[src/rtl/npu_pkg.sv]
// Shared constants for the NPU core datapath.
//   NUM_COLS/PSUM_BW : PSUM row geometry from pe_array
//   OUT_BW           : quantized output byte width
//   MULT_BW/SHIFT_BW : requant multiplier / shift widths
//   ADDR_OUT         : output byte address width (HWC)
//   SAT_MAX/SAT_MIN  : signed 8-bit saturation bounds
//   ctrl_state_t     : drain controller FSM encoding
package npu_pkg;

  localparam int unsigned NUM_COLS = 32;
  localparam int unsigned PSUM_BW  = 32;
  localparam int unsigned OUT_BW   = 8;
  localparam int unsigned MULT_BW  = 16;
  localparam int unsigned SHIFT_BW = 5;
  localparam int unsigned ADDR_OUT = 16;

  // Product of signed PSUM and zero-extended multiplier fits exactly in 48 bits;
  // two guard bits absorb the rounding add and the zero-point add.
  localparam int unsigned PROD_BW = PSUM_BW + MULT_BW;
  localparam int unsigned ACC_BW  = PROD_BW + 2;

  localparam int SAT_MAX = 127;
  localparam int SAT_MIN = -128;

  typedef enum logic [2:0] {
    IDLE,
    WAIT_ROW,
    SERIAL,
    FLUSH,
    DONE
  } ctrl_state_t;

endpackage

[src/rtl/psum_out_ctrlr_requant_pipe.sv]
// requant_pipe: 3-stage PSUM -> int8 requantization with valid/stall.
//   S1: p = psum * mult (signed x unsigned, 48-bit)
//   S2: rounding arithmetic shift, optional ReLU, zero-point add
//   S3: saturate to [-128,127] into the output register
// Ports:
//   clk, resetn (sync, active-high)
//   in_valid/in_ready, in_psum, in_addr, in_last : issue side
//   mult, shift, zp, relu_en                     : requant config (held stable)
//   out_valid/out_ready, out_data, out_addr, out_last : byte side
//   drained : no work upstream of the output register and the output
//             register is empty or handing off this cycle
module requant_pipe
  import npu_pkg::*;
(
  input  logic                clk,
  input  logic                resetn,
  input  logic                in_valid,
  output logic                in_ready,
  input  logic [PSUM_BW-1:0]  in_psum,
  input  logic [ADDR_OUT-1:0] in_addr,
  input  logic                in_last,
  input  logic [MULT_BW-1:0]  mult,
  input  logic [SHIFT_BW-1:0] shift,
  input  logic [OUT_BW-1:0]   zp,
  input  logic                relu_en,
  output logic                out_valid,
  input  logic                out_ready,
  output logic [OUT_BW-1:0]   out_data,
  output logic [ADDR_OUT-1:0] out_addr,
  output logic                out_last,
  output logic                drained
);

  localparam logic signed [ACC_BW-1:0] SAT_HI = ACC_BW'(SAT_MAX);
  localparam logic signed [ACC_BW-1:0] SAT_LO = ACC_BW'(SAT_MIN);

  logic                       s1_v, s2_v;
  logic signed [PROD_BW-1:0]  s1_p;
  logic signed [ACC_BW-1:0]   s2_r;
  logic [ADDR_OUT-1:0]        s1_a, s2_a;
  logic                       s1_l, s2_l;

  logic adv1, adv2, adv3;
  assign adv3     = !out_valid || out_ready;
  assign adv2     = !s2_v || adv3;
  assign adv1     = !s1_v || adv2;
  assign in_ready = adv1;
  assign drained  = !s1_v && !s2_v && adv3;

  logic signed [PROD_BW-1:0] prod_c;
  logic signed [ACC_BW-1:0]  p_ext, rnd, sum, shifted, relu_v, zp_ext, r_c;
  logic [OUT_BW-1:0]         sat_c;

  always_comb begin
    prod_c  = $signed({{MULT_BW{in_psum[PSUM_BW-1]}}, in_psum}) *
              $signed({{PSUM_BW{1'b0}}, mult});
    p_ext   = $signed({{(ACC_BW-PROD_BW){s1_p[PROD_BW-1]}}, s1_p});
    // Half-LSB rounding term; zero when no shift is requested so r = p.
    rnd     = (shift == '0) ? '0 : (ACC_BW'(1) <<< (shift - SHIFT_BW'(1)));
    sum     = p_ext + rnd;
    shifted = sum >>> shift;
    relu_v  = (relu_en && shifted[ACC_BW-1]) ? '0 : shifted;
    zp_ext  = $signed({{(ACC_BW-OUT_BW){zp[OUT_BW-1]}}, zp});
    r_c     = relu_v + zp_ext;
    if (s2_r > SAT_HI)      sat_c = OUT_BW'(SAT_MAX);
    else if (s2_r < SAT_LO) sat_c = OUT_BW'(SAT_MIN);
    else                    sat_c = s2_r[OUT_BW-1:0];
  end

  always_ff @(posedge clk) begin
    if (resetn) begin
      s1_v      <= 1'b0;
      s1_p      <= '0;
      s1_a      <= '0;
      s1_l      <= 1'b0;
      s2_v      <= 1'b0;
      s2_r      <= '0;
      s2_a      <= '0;
      s2_l      <= 1'b0;
      out_valid <= 1'b0;
      out_data  <= '0;
      out_addr  <= '0;
      out_last  <= 1'b0;
    end else begin
      if (adv1) begin
        s1_v <= in_valid;
        if (in_valid) begin
          s1_p <= prod_c;
          s1_a <= in_addr;
          s1_l <= in_last;
        end
      end
      if (adv2) begin
        s2_v <= s1_v;
        if (s1_v) begin
          s2_r <= r_c;
          s2_a <= s1_a;
          s2_l <= s1_l;
        end
      end
      if (adv3) begin
        out_valid <= s2_v;
        if (s2_v) begin
          out_data <= sat_c;
          out_addr <= s2_a;
          out_last <= s2_l;
        end
      end
    end
  end

endmodule

[src/rtl/psum_out_ctrlr.sv]
// psum_out_ctrlr: drain side of the core. Accepts one 32-lane PSUM row per
// handshake (oc outer, h inner), requantizes lanes 0..IMG_W-1 to int8 and
// streams them out with HWC byte addresses (h*IMG_W + w)*OC + oc.
// Ports:
//   clk, resetn (sync, active-high), start (config latch pulse)
//   OC, IMG_H, IMG_W, quant_mult, quant_shift, quant_zp, relu_en : tile config
//   psum_valid/psum_ready, psum_rows : PSUM row input
//   out_valid/out_ready, out_data, out_addr, out_last : byte stream
//   busy : start..done, done : one-cycle completion pulse
module psum_out_ctrlr
  import npu_pkg::*;
(
  input  logic                        clk,
  input  logic                        resetn,
  input  logic                        start,
  input  logic [7:0]                  OC,
  input  logic [5:0]                  IMG_H,
  input  logic [5:0]                  IMG_W,
  input  logic [MULT_BW-1:0]          quant_mult,
  input  logic [SHIFT_BW-1:0]         quant_shift,
  input  logic [OUT_BW-1:0]           quant_zp,
  input  logic                        relu_en,
  input  logic                        psum_valid,
  output logic                        psum_ready,
  input  logic [NUM_COLS*PSUM_BW-1:0] psum_rows,
  output logic                        out_valid,
  input  logic                        out_ready,
  output logic [OUT_BW-1:0]           out_data,
  output logic [ADDR_OUT-1:0]         out_addr,
  output logic                        out_last,
  output logic                        busy,
  output logic                        done
);

  localparam int unsigned LANE_BW = $clog2(NUM_COLS);

  ctrl_state_t         state;
  logic [7:0]          cfg_oc;
  logic [5:0]          cfg_h, cfg_w;
  logic [MULT_BW-1:0]  cfg_mult;
  logic [SHIFT_BW-1:0] cfg_shift;
  logic [OUT_BW-1:0]   cfg_zp;
  logic                cfg_relu;

  logic [7:0]          oc_cnt;
  logic [5:0]          h_cnt;
  logic [LANE_BW-1:0]  lane;
  logic [PSUM_BW-1:0]  hold [NUM_COLS];

  logic                issue_valid, issue_ready, issue_fire;
  logic                last_lane, last_h, last_oc;
  logic [ADDR_OUT-1:0] issue_addr;
  logic                drained;

  always_comb begin
    issue_valid = (state == SERIAL);
    issue_fire  = issue_valid && issue_ready;
    last_lane   = (6'(lane) == cfg_w - 6'd1);
    last_h      = (h_cnt == cfg_h - 6'd1);
    last_oc     = (oc_cnt == cfg_oc - 8'd1);
    issue_addr  = (ADDR_OUT'(h_cnt) * ADDR_OUT'(cfg_w) + ADDR_OUT'(lane)) * ADDR_OUT'(cfg_oc)
                  + ADDR_OUT'(oc_cnt);
  end

  requant_pipe u_requant (
    .clk       (clk),
    .resetn    (resetn),
    .in_valid  (issue_valid),
    .in_ready  (issue_ready),
    .in_psum   (hold[lane]),
    .in_addr   (issue_addr),
    .in_last   (last_lane && last_h && last_oc),
    .mult      (cfg_mult),
    .shift     (cfg_shift),
    .zp        (cfg_zp),
    .relu_en   (cfg_relu),
    .out_valid (out_valid),
    .out_ready (out_ready),
    .out_data  (out_data),
    .out_addr  (out_addr),
    .out_last  (out_last),
    .drained   (drained)
  );

  always_ff @(posedge clk) begin
    if (resetn) begin
      state      <= IDLE;
      psum_ready <= 1'b0;
      busy       <= 1'b0;
      done       <= 1'b0;
      cfg_oc     <= '0;
      cfg_h      <= '0;
      cfg_w      <= '0;
      cfg_mult   <= '0;
      cfg_shift  <= '0;
      cfg_zp     <= '0;
      cfg_relu   <= 1'b0;
      oc_cnt     <= '0;
      h_cnt      <= '0;
      lane       <= '0;
      for (int unsigned i = 0; i < NUM_COLS; i++) hold[i] <= '0;
    end else begin
      done <= 1'b0;
      case (state)
        IDLE: begin
          if (start) begin
            cfg_oc    <= OC;
            cfg_h     <= IMG_H;
            cfg_w     <= IMG_W;
            cfg_mult  <= quant_mult;
            cfg_shift <= quant_shift;
            cfg_zp    <= quant_zp;
            cfg_relu  <= relu_en;
            oc_cnt    <= '0;
            h_cnt     <= '0;
            lane      <= '0;
            busy      <= 1'b1;
            if (OC == '0 || IMG_H == '0 || IMG_W == '0) begin
              state <= DONE;
              done  <= 1'b1;
            end else begin
              state      <= WAIT_ROW;
              psum_ready <= 1'b1;
            end
          end
        end
        WAIT_ROW: begin
          if (psum_valid && psum_ready) begin
            for (int unsigned i = 0; i < NUM_COLS; i++)
              hold[i] <= psum_rows[i*PSUM_BW +: PSUM_BW];
            lane       <= '0;
            psum_ready <= 1'b0;
            state      <= SERIAL;
          end
        end
        SERIAL: begin
          if (issue_fire) begin
            if (last_lane) begin
              lane <= '0;
              if (last_h) begin
                h_cnt <= '0;
                if (last_oc) begin
                  state <= FLUSH;
                end else begin
                  oc_cnt     <= oc_cnt + 8'd1;
                  state      <= WAIT_ROW;
                  psum_ready <= 1'b1;
                end
              end else begin
                h_cnt      <= h_cnt + 6'd1;
                state      <= WAIT_ROW;
                psum_ready <= 1'b1;
              end
            end else begin
              lane <= lane + LANE_BW'(1);
            end
          end
        end
        FLUSH: begin
          // drained includes the final byte handing off this cycle, so done
          // follows directly behind the last byte.
          if (drained) begin
            state <= DONE;
            done  <= 1'b1;
          end
        end
        DONE: begin
          busy  <= 1'b0;
          state <= IDLE;
        end
        default: state <= IDLE;
      endcase
    end
  end

endmodule

[config.mk]
export PLATFORM = sky130hd
export DESIGN_NAME = psum_out_ctrlr
export DESIGN_NICKNAME = d
export VERILOG_FILES = /design/src/rtl/npu_pkg.sv /design/src/rtl/psum_out_ctrlr_requant_pipe.sv /design/src/rtl/psum_out_ctrlr.sv
export SDC_FILE = /design/constraint.sdc
export NUM_CORES = 2
export LEC_CHECK = 0
export CAP_MARGIN = 20
export CELL_PAD_IN_SITES_DETAIL_PLACEMENT = 1
export CELL_PAD_IN_SITES_GLOBAL_PLACEMENT = 1
export CORE_MARGIN = 1.5
export CORE_UTILIZATION = 45
export DETAILED_ROUTE_END_ITERATION = 16
export DONT_BUFFER_PORTS = 1
export GPL_TIMING_DRIVEN = 0
export PLACE_DENSITY = 0.77
export REMOVE_ABC_BUFFERS = 1
export SLEW_MARGIN = 15
export SYNTH_ARGS = -nofsm -noshare
export SYNTH_HDL_FRONTEND = slang
export SYNTH_HIERARCHICAL = 1
export SYNTH_SLANG_ARGS = --single-unit
[constraint.sdc]
create_clock -name clk -period 92.6 [get_ports clk]
set_input_delay 13.89 -clock clk [delete_from_list [all_inputs] [get_ports clk]]
set_output_delay 13.89 -clock clk [all_outputs]
set_load 0.05 [all_outputs]
==> flow_metrics.tcl <==
set metrics [dict create \
    relSlewSlack_pct 27.18 \
    ys_ff_latch 1264 \
    top_layer_used "met5" \
    skew_ns 0.05193 \
    p_seq_share_pct 41.0 \
    nNetsFinal 9230 \
    power.switching_uw 503.2 \
    rsz0062_at_grt "false" \
    hold_viol 0 \
    critPathArrivalTime_ns 19.47 \
    synth_top_family_by_area "adder cells" \
    post_cts_buffers 0 \
    worst-setup-path-type "in2reg" \
    hpwlAfterDp_um 205500 \
    ctsResizeCount 0 \
    n_fill_cell 19639 \
    ys_seq_area_share_pct 41.78 \
    leakage_nw 36.11 \
    cts_tree "yes" \
    dr_wl_met3_um 17420 \
    dp_slack_ns 74.10 \
    worst_slew_pin_slew_ns 1.092 \
    pwr-share-clk_pct 34.9 \
    clk_latency_ns 0.81 \
    cts_inserted_buffers 140 \
    cts_sinks 1264 \
    drc_errors 12 \
    synth_top_area_share_pct 36.14 \
    layout_min_cycle_time_ns 18.96 \
    critPathCaptureType "register" \
    synth_edf_count 1024 \
    start_util_pct 45.31 \
    cts.clk_slew.worst_paths_ns 0.06 \
    r2r_setup_slack_ns 81.68 \
    tns_ns 0 \
    period_share_pct 20.48 \
    synth.area.mux_share_pct 10.20 \
    fp-row-count 159 \
    yosys-top-cells-area "edfxtp_1 36%, fa_1 13%, mux4_2 8.8%" \
    cts-root-buf "clkbuf_16" \
    syn_inst 7492 \
    core_area_um2 187800 \
    synth_ff_type "edfxtp_1" \
    die_h_um 437.9 \
    report.final.slew_viol_count 0 \
    hold_slack_ns 0.4431 \
    synth_top_cell_by_area "edfxtp_1" \
    grt.total_usage_pct 27.71 \
    grt_max_degree 655 \
    setup_viol 0 \
    synth_cell_types 108 \
    avgSynthCellArea_um2 11.36 \
    drt_first_iter_violations 4561 \
    wl_met1_um 101200 \
    dr.pass1.iters 14 \
    cts.path.max_buffers 3 \
    grt.overflow.total 0 \
    synth.cell_area_um2 85090 \
    synth-compound-area-share_pct 6.511 \
    synth_fa_ha_area_share_pct 17.34 \
    crit_fanout 183 \
    antenna_found_initial 222 \
    cp-start-kind "input pin" \
    postRouteAntennaNets 0 \
    routed_via_density 5.793 \
    seqCellArea_um2 35600 \
    die_w_um 437.9 \
    ir_worst_vdd_uv 17.42 \
    post_drt_wl_per_cell_um 27.15 \
    htreeDepth 4 \
    utilization_pct 50.11 \
    io_buffers 0 \
    yosys.area_share.simple_pct 16.91 \
    drive_gt1_share_pct 10.71 \
    p_total_mw 1.634 \
    synth_xor_area_share_pct 2.064 \
    gp_congestion 0.9001 \
    hold_buffers 0 \
    swShare_pct 30.80 \
    worstHoldPathType "reg2reg" \
    yosysWarningCount 6 \
    grt_pass1_vias 63253 \
    maxCapViolCount 0 \
    status "finished, violations left" \
    synthArstFlopShare_pct 0 \
    num_vias 58682 \
    pwr-share-comb_pct 24.1 \
    num_io_pins 1108 \
    grt_pass1_wl_um 399400 \
    worst_slack_ns 73.64 \
    drt_wl_total_um 275000 \
    fmax_mhz 52.74 \
    power.internal_mw 1.131 \
    crit_required_ns 93.11 \
    multiInputGateArea_um2 45210 \
    met2_length_um 140400 \
    failed_checks "DRC" \
    power_density_nw_per_um2 17.36 \
    dieArea_um2 191700 \
    area_growth_pct 10.60 \
]
[cells by family (layout without fill, tap and decap cells)]
kind of cell	count (synthesis)	count (layout)
and+or+nand+nor	2741	2741
DFF	1264	1264
buffers and inverters	1144	1078
AOI/OAI and AO/OA	867	867
adders and majority gates	837	837
muxes	443	443
xor gates and xnor gates	195	195
other	1	210
[registers in the layout, summed over array words and instances, names as in the netlist, 3 cells and up, named ones only]
| register | cells |
|---|---|
| cfg_h | 6 |
| cfg_mult | 16 |
| cfg_oc | 8 |
| cfg_shift | 5 |
| cfg_w | 6 |
| cfg_zp | 8 |
| h_cnt | 6 |
| hold | 1024 |
| lane | 5 |
| oc_cnt | 8 |
| state | 3 |
| u_requant/out_addr | 16 |
| u_requant/out_data | 8 |
| u_requant/s1_a | 16 |
| u_requant/s1_p | 48 |
| u_requant/s2_a | 16 |
| u_requant/s2_r | 50 |
[layer usage]
layer  GRT usage, %  vias to the layer above
li1               -                    25424
met2          47.40                     2204
met3          5.496                      695
met4          15.43                       56
met5              0                        -
met1          32.66                    30303
[synth_stat cells (all sizes together), types with 125 or more instances]
master	instances
a21oi	356
and2	883
clkbuf	370
dfxtp	240
edfxtp	1024
fa	571
ha	266
inv	698
mux4	334
nand2	853
nor2	240
nor2b	468
o21ai	128
xnor2	125
[metrics by stage]
stage / area, µm² / std cells
2_1_floorplan: 83300 / 7046
3_3_place_gp: 86420 / 9541
3_5_place_dp: 88860 / 9661
4_1_cts: 93460 / 9915
5_1_grt: 93980 / 10078
6_report: 94110 / 10130
[cells in the final DEF, fill, tap and decap left out, types with 44 or more instances in the layout]
| cell type | netlist | final |
|---|---|---|
| edfxtp_1 | 1024 | 1024 |
| and2_1 | 882 | 880 |
| nand2_1 | 850 | 848 |
| inv_1 | 697 | 694 |
| fa_1 | 571 | 571 |
| nor2b_1 | 468 | 467 |
| a21oi_1 | 354 | 354 |
| mux4_2 | 334 | 334 |
| ha_1 | 266 | 266 |
| nor2_1 | 238 | 238 |
| dfxtp_1 | 240 | 215 |
| diode_2 | 0 | 209 |
| clkbuf_16 | 0 | 142 |
| xnor2_1 | 124 | 124 |
| o21ai_0 | 123 | 122 |
| a21o_1 | 86 | 86 |
| nand3_1 | 72 | 72 |
| xor2_1 | 67 | 67 |
| mux2i_1 | 59 | 59 |
| mux2_2 | 49 | 49 |
| buf_16 | 0 | 49 |
| nor3_1 | 47 | 46 |
| nand4_1 | 44 | 44 |
[final cells by class]
type,count,area share (%)
Clock buffer,176,3.966
Multi-Input combinational cell,5084,48.04
Tap cell,2495,3.317
Antenna cell,209,0.5557
Inverter,698,2.784
Sequential cell,1264,37.83
Clock inverter,78,0.9267
Timing Repair Buffer,126,2.589
[critical path, stage by stage]
cell and delay [ns]:
buf_16 0.49, buf_16 0.46, inv_1 0.33, o21ai_4 0.20, buf_16 0.23, buf_16 0.19, buf_16 0.19, buf_16 0.20
buf_12 0.21, buf_12 0.21, buf_16 0.20, buf_12 0.20, buf_12 0.22, buf_16 0.19, buf_16 0.19, buf_12 0.21
buf_16 0.21, buf_12 0.22, buf_12 0.22, buf_16 0.20
[final timing paths]
kind,from,endpoint,depth (start not counted)
setup reg to reg,register,u_requant/s1_p[45]$_SDFFE_PP0P_,32
setup / recovery,resetn,hold[28][0]$_SDFFCE_PP0P_,20
hold / removal,u_requant/s2_r[4]$_SDFFE_PP0P_,u_requant/out_data[4]$_SDFFE_PP0P_,2
hold reg to reg,u_requant/s2_r[4]$_SDFFE_PP0P_,u_requant/out_data[4]$_SDFFE_PP0P_,2
[power groups by stage]
stage / Sequential (mW) / Combinational (mW) / Clock [mW]
after floorplan: 0.763 / 0.281 / 0
after global placement: 0.808 / 0.365 / 0
after detailed placement: 0.680 / 0.386 / 0
after CTS: 0.669 / 0.390 / 0.577
after global routing: 0.673 / 0.436 / 0.598
final: 0.670 / 0.393 / 0.571
Power figures use the tool's default switching activity.
